===== config.mk =====
export PLATFORM = sky130hd
export DESIGN_NAME = blkram_arbiter
export DESIGN_NICKNAME = d
export VERILOG_FILES = /design/src/rtl/blkram_pkg.sv /design/src/rtl/blkram_starve_ctr.sv /design/src/rtl/blkram_arbiter.sv
export SDC_FILE = /design/constraint.sdc
export NUM_CORES = 1
export LEC_CHECK = 0
export ABC_AREA = 1
export CORE_AREA = 3 3 96 98
export CTS_BUF_LIST = sky130_fd_sc_hd__clkbuf_4
export CTS_CLUSTER_DIAMETER = 80
export DETAILED_ROUTE_END_ITERATION = 10
export DIE_AREA = 0 0 99 101
export PLACE_DENSITY = 0.7
export SLEW_MARGIN = 0
export SYNTH_ARGS = -nofsm -noshare
export SYNTH_HDL_FRONTEND = slang
export SYNTH_HIERARCHICAL = 1
export SYNTH_SLANG_ARGS = --single-unit

===== constraint.sdc =====
create_clock -name clk -period 3.05 [get_ports clk]
set_input_delay 0.305 -clock clk [delete_from_list [all_inputs] [get_ports clk]]
set_output_delay 0.305 -clock clk [all_outputs]
set_load 0.02 [all_outputs]

===== src/rtl/blkram_pkg.sv =====
// Shared constants for the boot/stage2 block RAM and its arbiter.
// Latency: n/a (package only).
// Backpressure: n/a (package only).
package blkram_pkg;

    // Backed depth of the block RAM; upper address bits alias inside the RAM.
    localparam int BLKRAM_WORDS  = 512;
    localparam int BLKRAM_ADDR_W = 12;

    // Requester identities, also used to tag which port owns a pending read.
    typedef logic port_id_t;
    localparam port_id_t PORT_CPU = 1'b0;
    localparam port_id_t PORT_DMA = 1'b1;

endpackage


===== src/rtl/blkram_starve_ctr.sv =====
// Counts consecutive cycles the loader port is refused; flags when it must win.
// Latency: force_grant is a pure function of the registered count (no same-cycle path).
// Backpressure: none; the counter only observes m1_valid and grant1.
//
// Ports:
//   clk, reset    clock and synchronous active-high reset
//   m1_valid      loader port is requesting
//   grant1        loader port is granted this cycle
//   force_grant   loader port has waited MAX_WAIT cycles and takes priority
module blkram_starve_ctr
    import blkram_pkg::*;
#(
    parameter int MAX_WAIT = 4
) (
    input  logic clk,
    input  logic reset,
    input  logic m1_valid,
    input  logic grant1,
    output logic force_grant
);

    logic [3:0] wait_cnt;

    // A dropped request or a grant restarts the wait; otherwise count up and
    // hold at MAX_WAIT so the force stays asserted until the loader wins.
    always_ff @(posedge clk) begin
        if (reset) begin
            wait_cnt <= '0;
        end else if (!m1_valid || grant1) begin
            wait_cnt <= '0;
        end else if (wait_cnt != 4'(MAX_WAIT)) begin
            wait_cnt <= wait_cnt + 4'd1;
        end
    end

    assign force_grant = (wait_cnt == 4'(MAX_WAIT));

endmodule


===== src/rtl/blkram_arbiter.sv =====
// Two-port arbiter for the single-port boot/stage2 block RAM (CPU fixed priority, loader anti-starved).
// Latency: grant/ready same cycle; read data returns exactly one cycle after the accepted read.
// Backpressure: a refused requester sees ready=0 and holds valid+payload until ready.
//
// Ports:
//   clk, reset                     clock and synchronous active-high reset
//   m0_* (CPU), m1_* (loader/DMA)  valid/we/addr/wdata in, ready/rvalid/rdata out
//   ram_*                          select, byte we, read strobe, address, write data to RAM;
//                                  ram_data_out is the RAM's registered read data
module blkram_arbiter
    import blkram_pkg::*;
#(
    parameter int ADDR_W   = BLKRAM_ADDR_W,
    parameter int MAX_WAIT = 4
) (
    input  logic              clk,
    input  logic              reset,

    input  logic              m0_valid,
    input  logic [3:0]        m0_we,
    input  logic [ADDR_W-1:0] m0_addr,
    input  logic [31:0]       m0_wdata,
    output logic              m0_ready,
    output logic              m0_rvalid,
    output logic [31:0]       m0_rdata,

    input  logic              m1_valid,
    input  logic [3:0]        m1_we,
    input  logic [ADDR_W-1:0] m1_addr,
    input  logic [31:0]       m1_wdata,
    output logic              m1_ready,
    output logic              m1_rvalid,
    output logic [31:0]       m1_rdata,

    output logic              ram_select,
    output logic [3:0]        ram_we,
    output logic              ram_rd,
    output logic [ADDR_W-1:0] ram_addr,
    output logic [31:0]       ram_data_in,
    input  logic [31:0]       ram_data_out
);

    logic     grant0;
    logic     grant1;
    logic     force_grant;
    logic     rd_pending;
    port_id_t rd_owner;

    blkram_starve_ctr #(
        .MAX_WAIT (MAX_WAIT)
    ) u_starve (
        .clk         (clk),
        .reset       (reset),
        .m1_valid    (m1_valid),
        .grant1      (grant1),
        .force_grant (force_grant)
    );

    // Reset gates the grants so nothing reaches the RAM while reset is high;
    // that also means a read requested during reset never produces rvalid.
    assign grant1   = !reset && m1_valid && (!m0_valid || force_grant);
    assign grant0   = !reset && m0_valid && !grant1;
    assign m0_ready = grant0;
    assign m1_ready = grant1;

    always_comb begin
        ram_select  = grant0 || grant1;
        ram_we      = '0;
        ram_rd      = 1'b0;
        ram_addr    = '0;
        ram_data_in = '0;
        if (grant1) begin
            ram_we      = m1_we;
            ram_rd      = (m1_we == 4'h0);
            ram_addr    = m1_addr;
            ram_data_in = m1_wdata;
        end else if (grant0) begin
            ram_we      = m0_we;
            ram_rd      = (m0_we == 4'h0);
            ram_addr    = m0_addr;
            ram_data_in = m0_wdata;
        end
    end

    // Remember who issued the read so the RAM's registered data is steered
    // back to that port only, one cycle later.
    always_ff @(posedge clk) begin
        if (reset) begin
            rd_pending <= 1'b0;
            rd_owner   <= PORT_CPU;
            m0_rvalid  <= 1'b0;
            m1_rvalid  <= 1'b0;
        end else begin
            rd_pending <= ram_rd;
            if (ram_rd) begin
                rd_owner <= grant1 ? PORT_DMA : PORT_CPU;
            end
            m0_rvalid <= ram_rd && !grant1;
            m1_rvalid <= ram_rd && grant1;
        end
    end

    assign m0_rdata = (rd_pending && rd_owner == PORT_CPU) ? ram_data_out : '0;
    assign m1_rdata = (rd_pending && rd_owner == PORT_DMA) ? ram_data_out : '0;

endmodule


### Word level (Yosys, flattened, before mapping)

Index checks and enable logic that the tools add are counted.

* register bits: 8
* output and inout bits: 118

* add/subtract/negate cells: 1
* eq/ne operators: 2
* multiplexer cells: 11
* bitwise logic cells: 1
* reductions and logical operators: 18

Operator list (count)
* $mux W32: 4
* $mux W12: 2
* $logic_and A1 B1 Y1: 8
* $logic_not A4 Y1: 2
* $mux W4: 2
* $add A4 B1 Y4 const B: 1
* $eq A4 B3 Y1 const B: 1
* $logic_not A1 Y1: 4
* $ne A4 B3 Y1 const B: 1
* $logic_or A1 B1 Y1: 3
* $mux W1: 3
* $reduce_or A2 Y1: 1
* $not A1 Y1: 1

### Depth between registers and ports, before layout

Gate-level depths: netlist of the first run.

* word-level depth: 8
* mapped depth: 12

### Cells and area by module

The synthesis of the first run kept the hierarchy.

By module, submodules not included
* blkram_arbiter: instances 1, cells an instance 286, area each 1238.7 µm², sequential area each 80.1 µm²
* blkram_starve_ctr: instances 1, cells an instance 37, area each 249.0 µm², sequential area each 80.1 µm²

### Worst setup path after synthesis of the first run

OpenSTA, ideal clock, no wires.

* path type: reg-to-output
* from: register u_starve.wait_cnt[0]
* to: output port ram_we[0]
* arrival time: 1.537 ns
* required time: 2.745 ns
* path slack: 1.208 ns
* cell stages (with the launch flop): 10
* cell sequence: dfxtp_1 inv_1 ha_1 nand2_2 nor2_4 inv_1 nand2_1 nand2_2 nand2_2 o21ai_0

* cells in the longest elaborated chain, start to end: 7

RTL lines
* start, declared: line blkram_starve_ctr.sv:22 `logic [3:0] wait_cnt;`
* start signal, assigned: line blkram_starve_ctr.sv:32 `wait_cnt <= wait_cnt + 4'd1;`
* $eq A4 B3 Y1 (*): line blkram_starve_ctr.sv:36 `assign force_grant = (wait_cnt == 4'(MAX_WAIT));`
* named net force_grant: line blkram_arbiter.sv:45 `logic force_grant;`
* $logic_or A1 B1 Y1 (*): line blkram_arbiter.sv:61 `assign grant1 = !reset && m1_valid && (!m0_valid || force_grant);`
* $logic_and A1 B1 Y1 (*): line blkram_arbiter.sv:61
* $logic_not A1 Y1: line blkram_arbiter.sv:62 `assign grant0 = !reset && m0_valid && !grant1;`
* $logic_and A1 B1 Y1: line blkram_arbiter.sv:62
* $mux W4: line blkram_arbiter.sv:77 `end else if (grant0) begin`
* $mux W4 (*): line blkram_arbiter.sv:72 `if (grant1) begin`
* end, declared: line blkram_arbiter.sv:36 `output logic [3:0] ram_we,`

Mark *: on every way through the listed nets, which the timed path passes. The rest lies on a longest branch.

### Worst setup path in the final report of the first run

* from: register u_starve.wait_cnt[0]
* to: output port ram_data_in[27]

* cells in the longest elaborated chain, start to end: 7

RTL lines
* $eq A4 B3 Y1 (*): line blkram_starve_ctr.sv:36
* named net force_grant: line blkram_arbiter.sv:45
* $logic_or A1 B1 Y1 (*): line blkram_arbiter.sv:61
* $logic_and A1 B1 Y1 (*): line blkram_arbiter.sv:61
* $logic_not A1 Y1: line blkram_arbiter.sv:62
* $logic_and A1 B1 Y1: line blkram_arbiter.sv:62
* $mux W32: line blkram_arbiter.sv:77
* $mux W32 (*): line blkram_arbiter.sv:72
* end, declared: line blkram_arbiter.sv:39 `output logic [31:0] ram_data_in,`

Marked as above.

==> impl_metrics.ini, run 1 <==
[outcome]
outcome = finished clean

[timing]
clock_skew_ps = 1.76
rsz0062_at_grt = false
min_period_over_period_pct = 93.2
timing.hold.ws_ps = 486
finalSetupViolations = 0
relSlewSlack_pct = 76.7
setup_tns_ps = 0
tightest_slew_ps = 350
max_freq_mhz = 352
hold_violations = 0
drv_slew = 0
period_needed_ps = 2840

[setup_path]
r2r_start = u_starve/wait_cnt[0]
critPathMaxFanout = 45
rr_endpoint = rd_owner
critPathRequiredTime_ps = 2740
endpoint = ram_data_in[27]
reg2reg_depth = 11
cp.arrival_ps = 2540
criticalPathCategory = register to output port
r2r_slack_ps = 1360
setup.worst_path.start_class = register
crit_start = u_starve/wait_cnt[0]
endpoint_kind = output port

[synthesis]
synth.area.top_cells = nand2_1 (36%), nor2_1 (19%), inv_1 (13%), dfxtp_1 (11%), nand2_2 (5.5%)
synth_seq_cells = 8
muxShareOfSynthArea_pct = 0
synthXorXnorAreaFrac_pct = 0
syn_nets = 457
syn_inst = 323
syn_area_sq_um = 1490
yosys.area.top_type = nand2_1
synth_top_family_by_area = simple AND/OR/NAND/NOR gates
synth_fa_ha_area_share_pct = 1.68
synth-seq-area-share_pct = 10.8
ys_types = 21
yosysTopAreaCellShare_pct = 36.3
avgSynthCellArea_sq_um = 4.61
synth_warnings = 6
yosys.area_share.simple_pct = 64.1
synth-compound-area-share_pct = 2.19

[floorplanning]
row_count = 34
fp.dieH_um = 101
core_sq_um = 8550
die_w_um = 99
io_pins = 250
initial_core_util_pct = 17.4
die_area_sq_um = 10000

[grt]
antenna_found_initial = 1
grt_pass1_wl_mm = 11.9
first_global_vias = 2478
grt_max_degree = 49
grt-ovfl-total = 0
grt_use_total_pct = 14.4

[worst_hold_path]
hold_depth = 2
hold_class = register to register

[finish]
areaGrowthSynthToFinish_pct = 173
drive_above_1_share_pct = 4.09
final_common_cell = clkdlybuf4s50_1
final_cell_count_no_fill = 672
final_nets = 699
final_cell_mix = clkdlybuf4s50_1 (249), nand2_1 (144), nor2_1 (74), inv_1 (52), nand2_2 (13)

[pwr]
finalPower_mw = 0.600
vdd_drop_max_v = 0.0000823
pwr_density_cell_nw_per_um2 = 148
p_leak_nw = 1.91

[clock_network]
holdBufCountCts = 0
cts_tree = built
post_cts_buffers = 0
cts_buffers = 3
root_buffer = clkbuf_4
h-tree-depth = 1
cts.sinks = 8
clock_path_buffers = 2
clock_latency_ps = 250
clkTransAtPathRegs_ps = 50

[place]
place_inst = 668
io_buffers = 249
gp_congestion = 0.839
dpl.hpwl_mm = 7.02

[routing]
vias = 2658
wire_per_inst_um = 11.8
vias_per_cell = 3.96
drtAntennaViolNets = 0
drc = 0
routed_wl_mm = 7.93
dr.pass1.iters = 4
drtIter0Drc = 57

[job]
drv_cap = 0
## per-stage QoR
stage | instance area [sq um] | worst slack (ps) | util, %
floorplan | 1490 | 1210 | -
global placement | 4040 | 346 | 47.2
detailed placement | 4040 | 313 | 47.2
CTS | 4060 | 83.2 | 47.5
global route | 4070 | 17.5 | 47.6
finish | 4070 | 208 | 47.6
## worst min-delay path by stage
stage / from / end
global placement: rd_owner / rd_owner
global route: rd_owner / rd_owner
finish: rd_owner / rd_owner
CTS: rd_owner / rd_owner
floorplan: reset / rd_owner
detailed placement: rd_owner / rd_owner
## registers in the layout (all words and copies together), names as in the netlist
name / count
u_starve/wait_cnt: 4
m1_rvalid: 1
rd_owner: 1
m0_rvalid: 1
rd_pending: 1
## critical path: stages, from the launching register on
cell	delay, ps
dfxtp_1	370
inv_1	90
ha_1	230
nand2_2	90
nor2_4	40
inv_1	50
nand2_1	50
nand2_2	120
nand2_2	120
inv_6	280
nand2_1	90
nand2_1	80
clkdlybuf4s50_1	640
## Yosys cell counts
cell type,n
buf_8,1
inv_1,52
nor2_4,1
nand2_1,144
nand2_2,13
nor3_4,1
nor3_1,1
clkbuf_1,6
inv_2,1
a21oi_1,2
nor2_1,74
buf_2,2
dfxtp_1,8
nand3_1,3
o21ai_0,2
buf_4,1
o22ai_1,2
inv_4,1
nand4_1,1
ha_1,2
buf_6,5
## kinds of logic after synthesis
kind of cell,after synthesis
AND/OR/NAND/NOR,238
buffers and inverters,69
flip-flops,8
AO/OA/AOI/OAI,6
adder cells (fa/ha/maj),2
## repair_timing
| item | CTS | global route |
|---|---|---|
| endpoints found under the hold margin | 0 | 0 |
| setup endpoints to repair | 0 | 39 |
| gates resized for setup | 0 | 1 |
## layer usage
metal | vias up | global-route usage, % | share of wire (%)
met1 | 1102 | 13.7 | 34
met3 | 4 | 5.19 | 12
met2 | 153 | 29.0 | 53
met4 | 0 | 3.57 | 0.58
met5 | - | 0 | 0
li1 | 1399 | - | -
## where the power goes
| part | switching (mW) | leakage (nW) | internal, mW | total (mW) |
|---|---|---|---|---|
| logic | 0.166 | 1.83 | 0.247 | 0.413 |
| clock network | 0.0339 | 0.0138 | 0.0449 | 0.0788 |
| registers | 0.00171 | 0.0648 | 0.107 | 0.108 |
| total | 0.202 | 1.91 | 0.398 | 0.600 |
## cell type report
type	count	area, sq um
multi-input cells	246	1010
clock buffers	3	22.5
diodes	1	2.50
well taps	108	135
fillers	882	4480
flip-flops and latches	8	160
inverters	54	208
repair buffers	252	2530
Power figures use the tool's default switching activity.
==> run 2: changes to the inputs <==
- ABC_CLOCK_PERIOD_IN_PS: unset -> 3050
- HOLD_SLACK_MARGIN: unset -> 0.03
==> results of run 2 <==
Same layout as run 1: the final DEF is identical, and so are final timing and power.
